## config.mk

```make
export PLATFORM = sky130hd
export DESIGN_NAME = sdpram_rd_streamer
export DESIGN_NICKNAME = d
export VERILOG_FILES = /design/src/rtl/sdpram_rd_pkg.sv /design/src/rtl/sdpram_rd_streamer.sv
export SDC_FILE = /design/constraint.sdc
export NUM_CORES = 1
export LEC_CHECK = 0
export ABC_AREA = 1
export CORE_AREA = 3 3 81 83
export CTS_CLUSTER_DIAMETER = 60
export DETAILED_ROUTE_END_ITERATION = 6
export DIE_AREA = 0 0 84 86
export PLACE_DENSITY_LB_ADDON = 0.2
export SLEW_MARGIN = 10
export SYNTH_ARGS = -nofsm -noshare
export SYNTH_HDL_FRONTEND = slang
export SYNTH_SLANG_ARGS = --single-unit
```

## constraint.sdc

```tcl
create_clock -name rd_clk -period 3.9 [get_ports rd_clk]
set_input_delay 0.39 -clock rd_clk [delete_from_list [all_inputs] [get_ports rd_clk]]
set_output_delay 0.39 -clock rd_clk [all_outputs]
set_load 0.05 [all_outputs]
```

## src/rtl/sdpram_rd_pkg.sv

```systemverilog
// Shared types and helpers for the 2048x9 SDPRAM read-side streamer.
package sdpram_rd_pkg;

    typedef enum logic {
        ST_IDLE,
        ST_STREAM
    } state_t;

    localparam int DEF_ADDR_WIDTH = 11;
    localparam int DEF_DATA_WIDTH = 9;

    // A burst longer than the RAM would revisit locations, so cap it at one full pass.
    function automatic logic [31:0] clamp_len(input logic [31:0] len, input int addr_width);
        logic [31:0] full;
        full = 32'd1 << addr_width;
        return (len > full) ? full : len;
    endfunction

endpackage

```

## src/rtl/sdpram_rd_streamer.sv

```systemverilog
// Read-side burst controller for the simple dual-port RAM.
// Turns (addr, len) commands into a valid/ready stream with a last marker.
// The RAM read clock enable doubles as the backpressure stall: while the
// consumer holds off, the RAM keeps its output and nothing is re-read.
// Optional feature: define SDPRAM_RD_ABORT_EN to add the abort/aborted ports.
module sdpram_rd_streamer
    import sdpram_rd_pkg::*;
#(
    parameter int ADDR_WIDTH = DEF_ADDR_WIDTH,
    parameter int DATA_WIDTH = DEF_DATA_WIDTH,
    parameter int LEN_WIDTH  = ADDR_WIDTH + 1
) (
    input  logic                  rd_clk,
    input  logic                  rd_rst,
    input  logic                  cmd_valid,
    output logic                  cmd_ready,
    input  logic [ADDR_WIDTH-1:0] cmd_addr,
    input  logic [LEN_WIDTH-1:0]  cmd_len,
    output logic [ADDR_WIDTH-1:0] ram_rd_addr,
    output logic                  ram_rd_clk_en,
    input  logic [DATA_WIDTH-1:0] ram_rd_data,
    output logic [DATA_WIDTH-1:0] m_data,
    output logic                  m_valid,
    input  logic                  m_ready,
    output logic                  m_last,
    output logic                  busy,
    output logic                  done
`ifdef SDPRAM_RD_ABORT_EN
    ,
    input  logic                  abort,
    output logic                  aborted
`endif
);

    state_t                state;
    logic [ADDR_WIDTH-1:0] rd_ptr;
    logic [LEN_WIDTH-1:0]  remaining;
    logic                  adv;
    logic                  last_hs;
    logic                  abort_hit;

    // The RAM is clocked forward only when the output slot is empty or being drained.
    assign adv     = (state == ST_STREAM) && (!m_valid || m_ready);
    assign last_hs = m_valid && m_ready && m_last;

`ifdef SDPRAM_RD_ABORT_EN
    assign abort_hit = abort && (state == ST_STREAM);
`else
    assign abort_hit = 1'b0;
`endif

    assign cmd_ready     = (state == ST_IDLE) && !rd_rst;
    assign busy          = (state != ST_IDLE);
    assign ram_rd_clk_en = adv;
    assign ram_rd_addr   = rd_ptr;
    assign m_data        = ram_rd_data;

    // Burst FSM, address/length counters and registered stream flags.
    always_ff @(posedge rd_clk or posedge rd_rst) begin
        if (rd_rst) begin
            state     <= ST_IDLE;
            rd_ptr    <= '0;
            remaining <= '0;
            m_valid   <= 1'b0;
            m_last    <= 1'b0;
            done      <= 1'b0;
`ifdef SDPRAM_RD_ABORT_EN
            aborted   <= 1'b0;
`endif
        end else begin
            done <= 1'b0;
`ifdef SDPRAM_RD_ABORT_EN
            aborted <= 1'b0;
`endif
            case (state)
                ST_IDLE: begin
                    if (cmd_valid && cmd_ready) begin
                        rd_ptr    <= cmd_addr;
                        remaining <= LEN_WIDTH'(clamp_len(32'(cmd_len), ADDR_WIDTH));
                        if (cmd_len == '0) begin
                            done <= 1'b1;
                        end else begin
                            state <= ST_STREAM;
                        end
                    end
                end
                ST_STREAM: begin
                    if (abort_hit) begin
                        remaining <= '0;
                        m_valid   <= 1'b0;
                        m_last    <= 1'b0;
                        state     <= ST_IDLE;
                        done      <= 1'b1;
`ifdef SDPRAM_RD_ABORT_EN
                        aborted   <= 1'b1;
`endif
                    end else if (last_hs) begin
                        state   <= ST_IDLE;
                        m_valid <= 1'b0;
                        m_last  <= 1'b0;
                        done    <= 1'b1;
                    end else if (adv) begin
                        if (remaining != '0) begin
                            m_valid   <= 1'b1;
                            m_last    <= (remaining == LEN_WIDTH'(1));
                            rd_ptr    <= rd_ptr + ADDR_WIDTH'(1);
                            remaining <= remaining - LEN_WIDTH'(1);
                        end else begin
                            m_valid <= 1'b0;
                            m_last  <= 1'b0;
                        end
                    end
                end
                default: state <= ST_IDLE;
            endcase
        end
    end

endmodule
```

==> flow_results.org, run 1 <==
** Status
- Status :: finished clean

** GRT
- After global routing the overflow that remains totals 0.
- Global routing's busiest layer :: met2
- Pin count of the biggest net entering global routing :: 33
- Global routing usage summed across all routing layers :: 0.1438
- Met3 GRT Util :: 0.02882
- The first global-routing pass estimated 8.562 mm of wire.
- Met1 Use GR :: 0.1876
- Initial antenna violation count :: 0
- Met2 GRT Util :: 0.2458
- The number of global-route vias before repair is 1858.

** Power
- Total power density per cell area :: 823.7 nW/µm²
- The analysis attributes to cell leakage a power of 1.336 nW.
- Peak supply drop :: 504.2 µV

** Detailed routing
- Average routed wire per standard cell :: 11.89 µm
- In the routed layout, each cell is associated on average with a via count of 4.611.
- First-pass DRT Iterations :: 4
- Across all layers, the routed design uses 2006 vias.
- For this run, design rule violations remaining after detail routing come to 0.
- After detailed routing, the total wire length is 5.174 mm.
- Iter 0 DRT Violations :: 115
- Count of nets left with antenna violations after detail routing :: 0

** Final layout
- Post-layout instance area :: 2499 µm²
- In the final layout, the multi-input gates occupy 1111 µm².
- After filler insertion, the fill cell instance count of the layout stands at 661.
- Area Growth Syn to Fin :: 22.14%
- Final Net Count :: 401
- Measured on the finished design, the core utilization comes to 0.4220.
- Count of antenna diodes in the layout :: 0
- Layout cells sized above 1 :: 0.04444
- Summing all flip-flop and latch instances after layout gives 675.6 µm².
- Non-filler instance count after layout :: 435

** Clock tree
- For the worst-skew pair, the clock arrives at the later sink with an insertion delay of 0.28 ns.
- CTS built an H-tree with a depth of 1.
- Clock tree synthesis found a total of 27 sinks.
- Post-CTS Setup Repair Bufs :: 0
- TritonCTS created 3 clock buffers.
- In this run the deepest clock path goes through 2 buffers.
- Once the clock tree was built, the resizer swapped 0 gates to a different size.
- Root Buffer Master :: sky130_fd_sc_hd__clkbuf_8
- Clock tree from TritonCTS :: built
- The number of hold buffers added after CTS was 0.
- Clock Pin Slew Worst Setup and Hold Paths :: 0.10 ns

** Floorplan
- From left edge to right edge, the die measures 84 µm.
- Die area :: 7224 µm²
- 62 I/O pins were placed.
- Initial Util :: 0.3455
- After floorplanning, the core was sized to cover 5921 µm².
- Row generation in the floorplan step produced 28 rows.
- Die Y :: 86 µm

** Synth
- The synthesized netlist occupies a cell area of 2046 µm².
- Cells after synthesis :: 329
- Of the post-synthesis cell area, the dominant cell type holds 0.3303.
- Ys Warns :: 0
- Yosys mapped a number of flops with a built-in enable equal to 0.
- After synthesis, the share of flip-flops with an asynchronous set or reset is 1.000.
- List of most frequent post-synthesis cells :: 153 x sky130_fd_sc_hd__nand2_1, 33 x sky130_fd_sc_hd__inv_1, 33 x sky130_fd_sc_hd__nand3_1, 27 x sky130_fd_sc_hd__dfrtp_1, 26 x sky130_fd_sc_hd__nor2_1
- Flip-flop and latch count after synthesis :: 27
- Biggest area consumer among synthesized cells :: sky130_fd_sc_hd__dfrtp_1
- Mean Syn Cell Area :: 6.218 µm²
- Cell with the most instances after synthesis :: sky130_fd_sc_hd__nand2_1
- Of the synthesized area, sequential elements account for 0.3303.
- Unique masters post-synth :: 26
- The number of nets in the synthesized netlist is 369.
- Ranked by total cell area, the synthesized netlist is headed by sky130_fd_sc_hd__dfrtp_1 33%, sky130_fd_sc_hd__nand2_1 28%, sky130_fd_sc_hd__nand3_1 8.1%, sky130_fd_sc_hd__inv_1 6.1%, sky130_fd_sc_hd__nor2_1 4.8%.
- Most used DFF post-synth :: sky130_fd_sc_hd__dfrtp_1

** Place
- Summing all placed instances gives a cell area of 2454 µm².
- At the end of routability-driven placement, the weighted congestion stood at 0.8245.
- Once detailed placement completed, the half-perimeter wirelength came to 3.714 mm.
- Input and output buffers added on the ports amount to 43.
- Dpl cells :: 431

** Timing
- Final critical-path share of the clock period :: 0.7269
- For the finished layout, the period the worst path requires is 2.835 ns.
- The tightest hold path in the finished design has a slack of 0.3643 ns.
- Based on the critical path, the design can be clocked at up to 352.7 MHz.
- The number of slew-limit violations in the final report came to 0.
- RSZ-0062 raised after global routing :: false
- Adding up every negative setup slack in the final design gives 0 ns.
- Clock tree skew after final layout :: 0.004973 ns
- At the pin with the least slew margin, the transition time is 1.106 ns.
- In this run the tightest slew margin relative to its limit is 0.2586.
- Setup violations remaining at the end of the flow were counted as 0.
- Final hold violation count :: 0

** Critical path
- The worst setup path is captured at a primary output.
- In this run the worst path has a maximum fanout of 32.
- Data arrival time of the worst path :: 2.45 ns
- In this run the critical register-to-register path is captured at remaining[11].
- Grouping stages by cell kind, the critical path spends the most delay in flip-flops.
- The critical path is of the flip-flop to primary output type.
- The worst setup path is launched from a flip-flop.
- The largest individual stage delay along the critical path comes from the cell sky130_fd_sc_hd__dfrtp_1.
- Measured in cells, the most critical reg-to-reg path has a length of 5.
- Together, buffers and inverters on the worst path number 2.
- Register-to-Register Setup Slack :: 1.45 ns
- STA puts the critical path data required time at 3.51 ns.
- Cell breakdown of the critical path :: inv_2 > a21oi_2 > clkdlybuf4s50_1
- Maximum cell stage delay along the critical path :: 1.09 ns
- In this run the critical register-to-register path is launched from busy.

** Hold path
- Worst hold path type :: primary input to asynchronous set/reset pin

** Job
- The tool flagged a number of max-cap violations equal to 0.
flip-flops by register name, summed over array words and instances (netlist names):
| signal | flops |
|---|---|
| ram_rd_addr | 11 |
| m_last | 1 |
| done | 1 |
| remaining | 12 |
| busy | 1 |
| m_valid | 1 |
metrics by stage:
stage                     total power, mW  worst slack (ns)
final                               2.058             1.065
after detailed placement            1.913             1.368
after floorplan                     1.616             1.687
after CTS                           2.086             1.044
after global routing                2.272            0.9017
after global placement              1.897             1.361
layout by cell type, fill, tap and decap left out, types with 3 or more instances in the layout:
master                            synthesis  final
sky130_fd_sc_hd__clkbuf_8                 0      3
sky130_fd_sc_hd__dfrtp_1                 27     27
sky130_fd_sc_hd__nand3_1                 33     33
sky130_fd_sc_hd__or2_2                    4      4
sky130_fd_sc_hd__nor2_1                  26     26
sky130_fd_sc_hd__clkdlybuf4s50_1          0     43
sky130_fd_sc_hd__o21ai_0                 10     10
sky130_fd_sc_hd__ha_1                     4      4
sky130_fd_sc_hd__nand4_1                  4      4
sky130_fd_sc_hd__nand2_1                153    153
sky130_fd_sc_hd__inv_1                   33     33
area by class of cell:
cell class | instances | share of cell area
Tap cell | 75 | 0.03756
Multi-Input combinational cell | 250 | 0.4447
Sequential cell | 27 | 0.2704
Clock buffer | 4 | 0.01803
Inverter | 34 | 0.05108
Timing Repair Buffer | 45 | 0.1783
metal layers:
layer	wire (µm)	vias to the layer above	share of wire
li1	-	1072	-
met1	2506	892	0.48
met2	2409	36	0.47
met3	194	6	0.037
met4	64	0	0.012
met5	0	-	0
how the worst max path moves through the flow:
stage | from | endpoint | slack (ns) | depth (start not counted)
6_report | busy | ram_rd_clk_en | 1.06 | 3
5_1_grt | busy | ram_rd_clk_en | 0.90 | 3
4_1_cts | busy | ram_rd_clk_en | 1.04 | 3
3_5_place_dp | busy | ram_rd_clk_en | 1.37 | 3
3_3_place_gp | busy | ram_rd_clk_en | 1.36 | 3
2_1_floorplan | busy | remaining[0] | 1.69 | 6
kinds of logic after synthesis:
kind of cell,count (synthesis),synth area share
DFF,27,0.3303
AOI/OAI and AO/OA,19,0.05871
adders and majority gates,4,0.02447
muxes,1,0.004893
buffers and inverters,52,0.1266
xor gates and xnor gates,1,0.004282
and+or+nand+nor,225,0.4508
power by group:
group | internal (mW) | total, mW | switching, mW
Combinational | 0.454 | 1.30 | 0.848
Clock | 0.0734 | 0.167 | 0.0932
Sequential | 0.404 | 0.589 | 0.185
No activity file was read; power rests on OpenSTA's default activity.
==> inputs of run 2 (changes only) <==
- clock period: 3.9 -> 2.8 ns (I/O delays scaled with it)
==> run 2 against run 1 <==
Die area unchanged; largest cell class unchanged; clock power increased by 38%; utilization increased by 0.21 points; final cell count increased by 0.46%; largest power group unchanged; critical path type unchanged; critical endpoint is now cmd_ready; clock skew about the same.
==> flow_results.org, run 2 (synthesized netlist as in run 1, its figures left out) <==
** Final layout
- Register name with the most flops :: remaining
- Non-filler instance count after layout :: 437 (+0.46%)
- Leading cell type in the layout, fill and taps excluded :: sky130_fd_sc_hd__nand2_1
- Flip-flop count of the largest register, all copies and words added :: 12 (unchanged)
- The ratio of cells with drive above 1 in the final layout came to 0.05249 (+0.008042).
- The number of filler cells placed in the layout is 654 (-1.1%).
- The count of antenna diodes in the layout is 0 (unchanged).
- Final Net Count :: 403 (+0.50%)
- Most frequent cells in the layout :: 153 x sky130_fd_sc_hd__nand2_1, 42 x sky130_fd_sc_hd__clkdlybuf4s50_1, 33 x sky130_fd_sc_hd__inv_1, 33 x sky130_fd_sc_hd__nand3_1, 27 x sky130_fd_sc_hd__dfrtp_1
- From synthesis to final layout, the design area changed by 22.75%.
- Post-layout instance area :: 2511 µm² (+0.50%)
- Utilization after layout :: 0.4241 (+0.002114)

** Power
- The total power density per cell area came to 1156 nW/µm² (+40%).
- Proportion of power drawn by the clock network :: 0.079 (-0.002)
- Design internal power :: 1.314 mW (+41%)
- Proportion of power drawn by combinational gates :: 0.659 (+0.026)
- Share of total power consumed by net switching :: 0.5471 (about the same)
- The net switching component of the power was 1.587 mW (+41%).
- Fraction of power consumed by sequential logic :: 0.262 (-0.024)
- Total power of the final layout :: 2.902 mW (+41%)
- Pleak :: 1.345 nW (+0.66%)
- The largest vdd supply drop is 581.5 µV (+15%).

** Detailed routing
- Final wirelength :: 5.199 mm (+0.48%)
- The number of nets with antenna violations after detailed routing came to 0 (unchanged).
- The first-pass iteration count of the detailed router is 4 (unchanged).
- Via count :: 2049 (+2.1%)
- The number of DRC violations after detailed routing came to 0 (unchanged).
- The number of DRC markers in iteration 0 was 61 (-47%).
- Vias per cell :: 4.689 (+1.7%)
- The average wire per cell in the routed design was 11.90 µm (about the same).

** Clock tree
- Maximum count of clock buffers along a single path :: 2 (unchanged)
- The later-pin clock latency in the skew report came to 0.28 ns (about the same).
- The number of resized instances in the post-cts repair step is 0 (unchanged).
- The clock slew at the register clock pins of the worst setup and hold paths is 0.09 ns (about the same).
- The total number of clock tree sinks came to 27 (unchanged).
- CTS placed an instance of sky130_fd_sc_hd__clkbuf_8 at the clock tree root.
- The cts-stage hold buffer count was 0 (unchanged).
- Number of levels in the clock H-tree :: 1 (unchanged)
- TritonCTS built the clock tree.
- The post-CTS repair timing setup buffer count is 0 (unchanged).
- CTS Buf Count :: 3 (unchanged)

** Critical path
- In this run the critical register-to-register path is launched from remaining[0].
- Worst setup EP type :: primary output
- Maximum cell stage delay along the critical path :: 0.83 ns (-0.26 ns)
- Critical Path RT :: 2.52 ns (-0.99 ns)
- Cell breakdown of the critical path :: buf_4 > nor2_1 > clkdlybuf4s50_1
- The critical path buffer and inverter count came to 2 (unchanged).
- In this run the worst setup path begins at busy.
- WS Path Type :: flip-flop to primary output
- Largest fanout on the critical path :: 21 (-34%)
- Top delay family on crit path :: buffers and inverters
- Worst setup SP type :: flip-flop
- The worst endpoint data arrival time was 1.90 ns (-0.55 ns).
- Critical path's slowest cell :: sky130_fd_sc_hd__clkdlybuf4s50_1

** GRT
- Vias in the first global route :: 1872 (+0.75%)
- Final global-route overflow total :: 0 (unchanged)
- Global-route wire length before repair :: 8.769 mm (+2.4%)
- The pin count of the biggest net entering global routing was 28 (-15%).
- Global routing usage summed across all routing layers :: 0.1480 (+0.004216)
- The initial antenna violation count came to 0 (unchanged).

** Place
- The number of placed cells counting well taps came to 433 (+0.46%).
- The global placer's final weighted congestion was 0.7909 (-4.1%).
- Placed standard-cell area :: 2466 µm² (+0.51%)
- The count of buffers inserted at the top-level ports is 43 (unchanged).
- Detail Placement HPWL :: 3.751 mm (+1.0%)
- The pre-CTS setup slack was 0.8286 ns (-0.5391 ns).

** Timing
- The smallest clock period supported by the final layout is computed as 2.180 ns.
- Min setup slack post-route :: 0.6197 ns (-0.4452 ns)
- Clock tree skew after final layout :: 0.005439 ns (+0.0004660 ns)
- Highest attainable clock frequency :: 458.7 MHz
- Dividing the final minimum period by the clock period gives 0.7787.
- RSZ-0062 raised after global routing :: false
- The worst hold slack came to 0.3976 ns (+0.03323 ns).
- The final total negative setup slack is 0 ns (unchanged).
- Final number of max-transition violations :: 0 (unchanged)
- Slew of the pin with the lowest slew margin :: 0.5007 ns (-0.6049 ns)
- The relative max-transition margin was 0.6652 (+0.4065).
- The number of failing setup endpoints in the final timing report was 0 (unchanged).
- Final hold violation count :: 0 (unchanged)

** Floorplan
- The die outline area was 7224 µm² (unchanged).
- The area of the core region came to 5921 µm² (unchanged).
- The initial standard-cell utilization of the core was 0.3455 (unchanged).
- Boundary Pins :: 62 (unchanged)
- The die outline height is 86 µm (unchanged).
- Overall die width :: 84 µm (unchanged)
- The placement row count is 28 (unchanged).

** Status
- The run finished with clean final reports.

** Hold path
- Worst hold path type :: primary input to asynchronous set/reset pin

** Job
- Max-cap violation count :: 0 (unchanged)
==> run 2: changes by cell type in the layout (fill, tap and decap cells not counted), sizes merged <==
cell	previous run	this run
buf	2	5
clkdlybuf4s50	43	42
==> run 2: area by class of cell <==
cell class | count | area, µm² | area share
clock buffers | 4 | 45.04 | 0.01794
inverters | 34 | 127.6 | 0.05082
multi-input cells | 250 | 1111 | 0.4425
flip-flops and latches | 27 | 675.6 | 0.2691
well taps | 75 | 93.84 | 0.03737
repair buffers | 47 | 457.9 | 0.1824
==> run 2: routing by layer <==
layer	GRT usage	vias up	wire, µm
met4	0.02778	0	31
li1	-	1074	-
met2	0.2473	45	2417
met5	0	-	0
met3	0.03170	4	235
met1	0.1993	926	2514
==> run 2: final timing paths <==
path                       slack [ns]             end  cells after the start
max in group asynchronous        2.13  ram_rd_addr[2]                      3
max reg2reg                      1.19  ram_rd_addr[3]                     10
min in group rd_clk              0.52    remaining[1]                      2
min reg2reg                      0.52    remaining[1]                      2
min                              0.40          m_last                      3
max                              0.62       cmd_ready                      3
==> run 2: worst reg2reg max path, delay by kind of cell, from the launching register on <==
family / cells / cell delay (ns)
flip-flops: 1 / 0.41
AO/OA/AOI/OAI: 1 / 0.12
adder cells (fa/ha/maj): 1 / 0.21
AND/OR/NAND/NOR: 6 / 0.43
buffers and inverters: 2 / 0.38
==> run 2: power groups by stage <==
stage / Combinational, mW / Clock, mW / Sequential, mW
floorplan: 1.24 / 0 / 1.02
global placement: 1.91 / 0 / 0.760
detailed placement: 1.93 / 0 / 0.763
CTS: 1.93 / 0.238 / 0.760
global route: 2.17 / 0.253 / 0.791
finish: 1.91 / 0.230 / 0.760
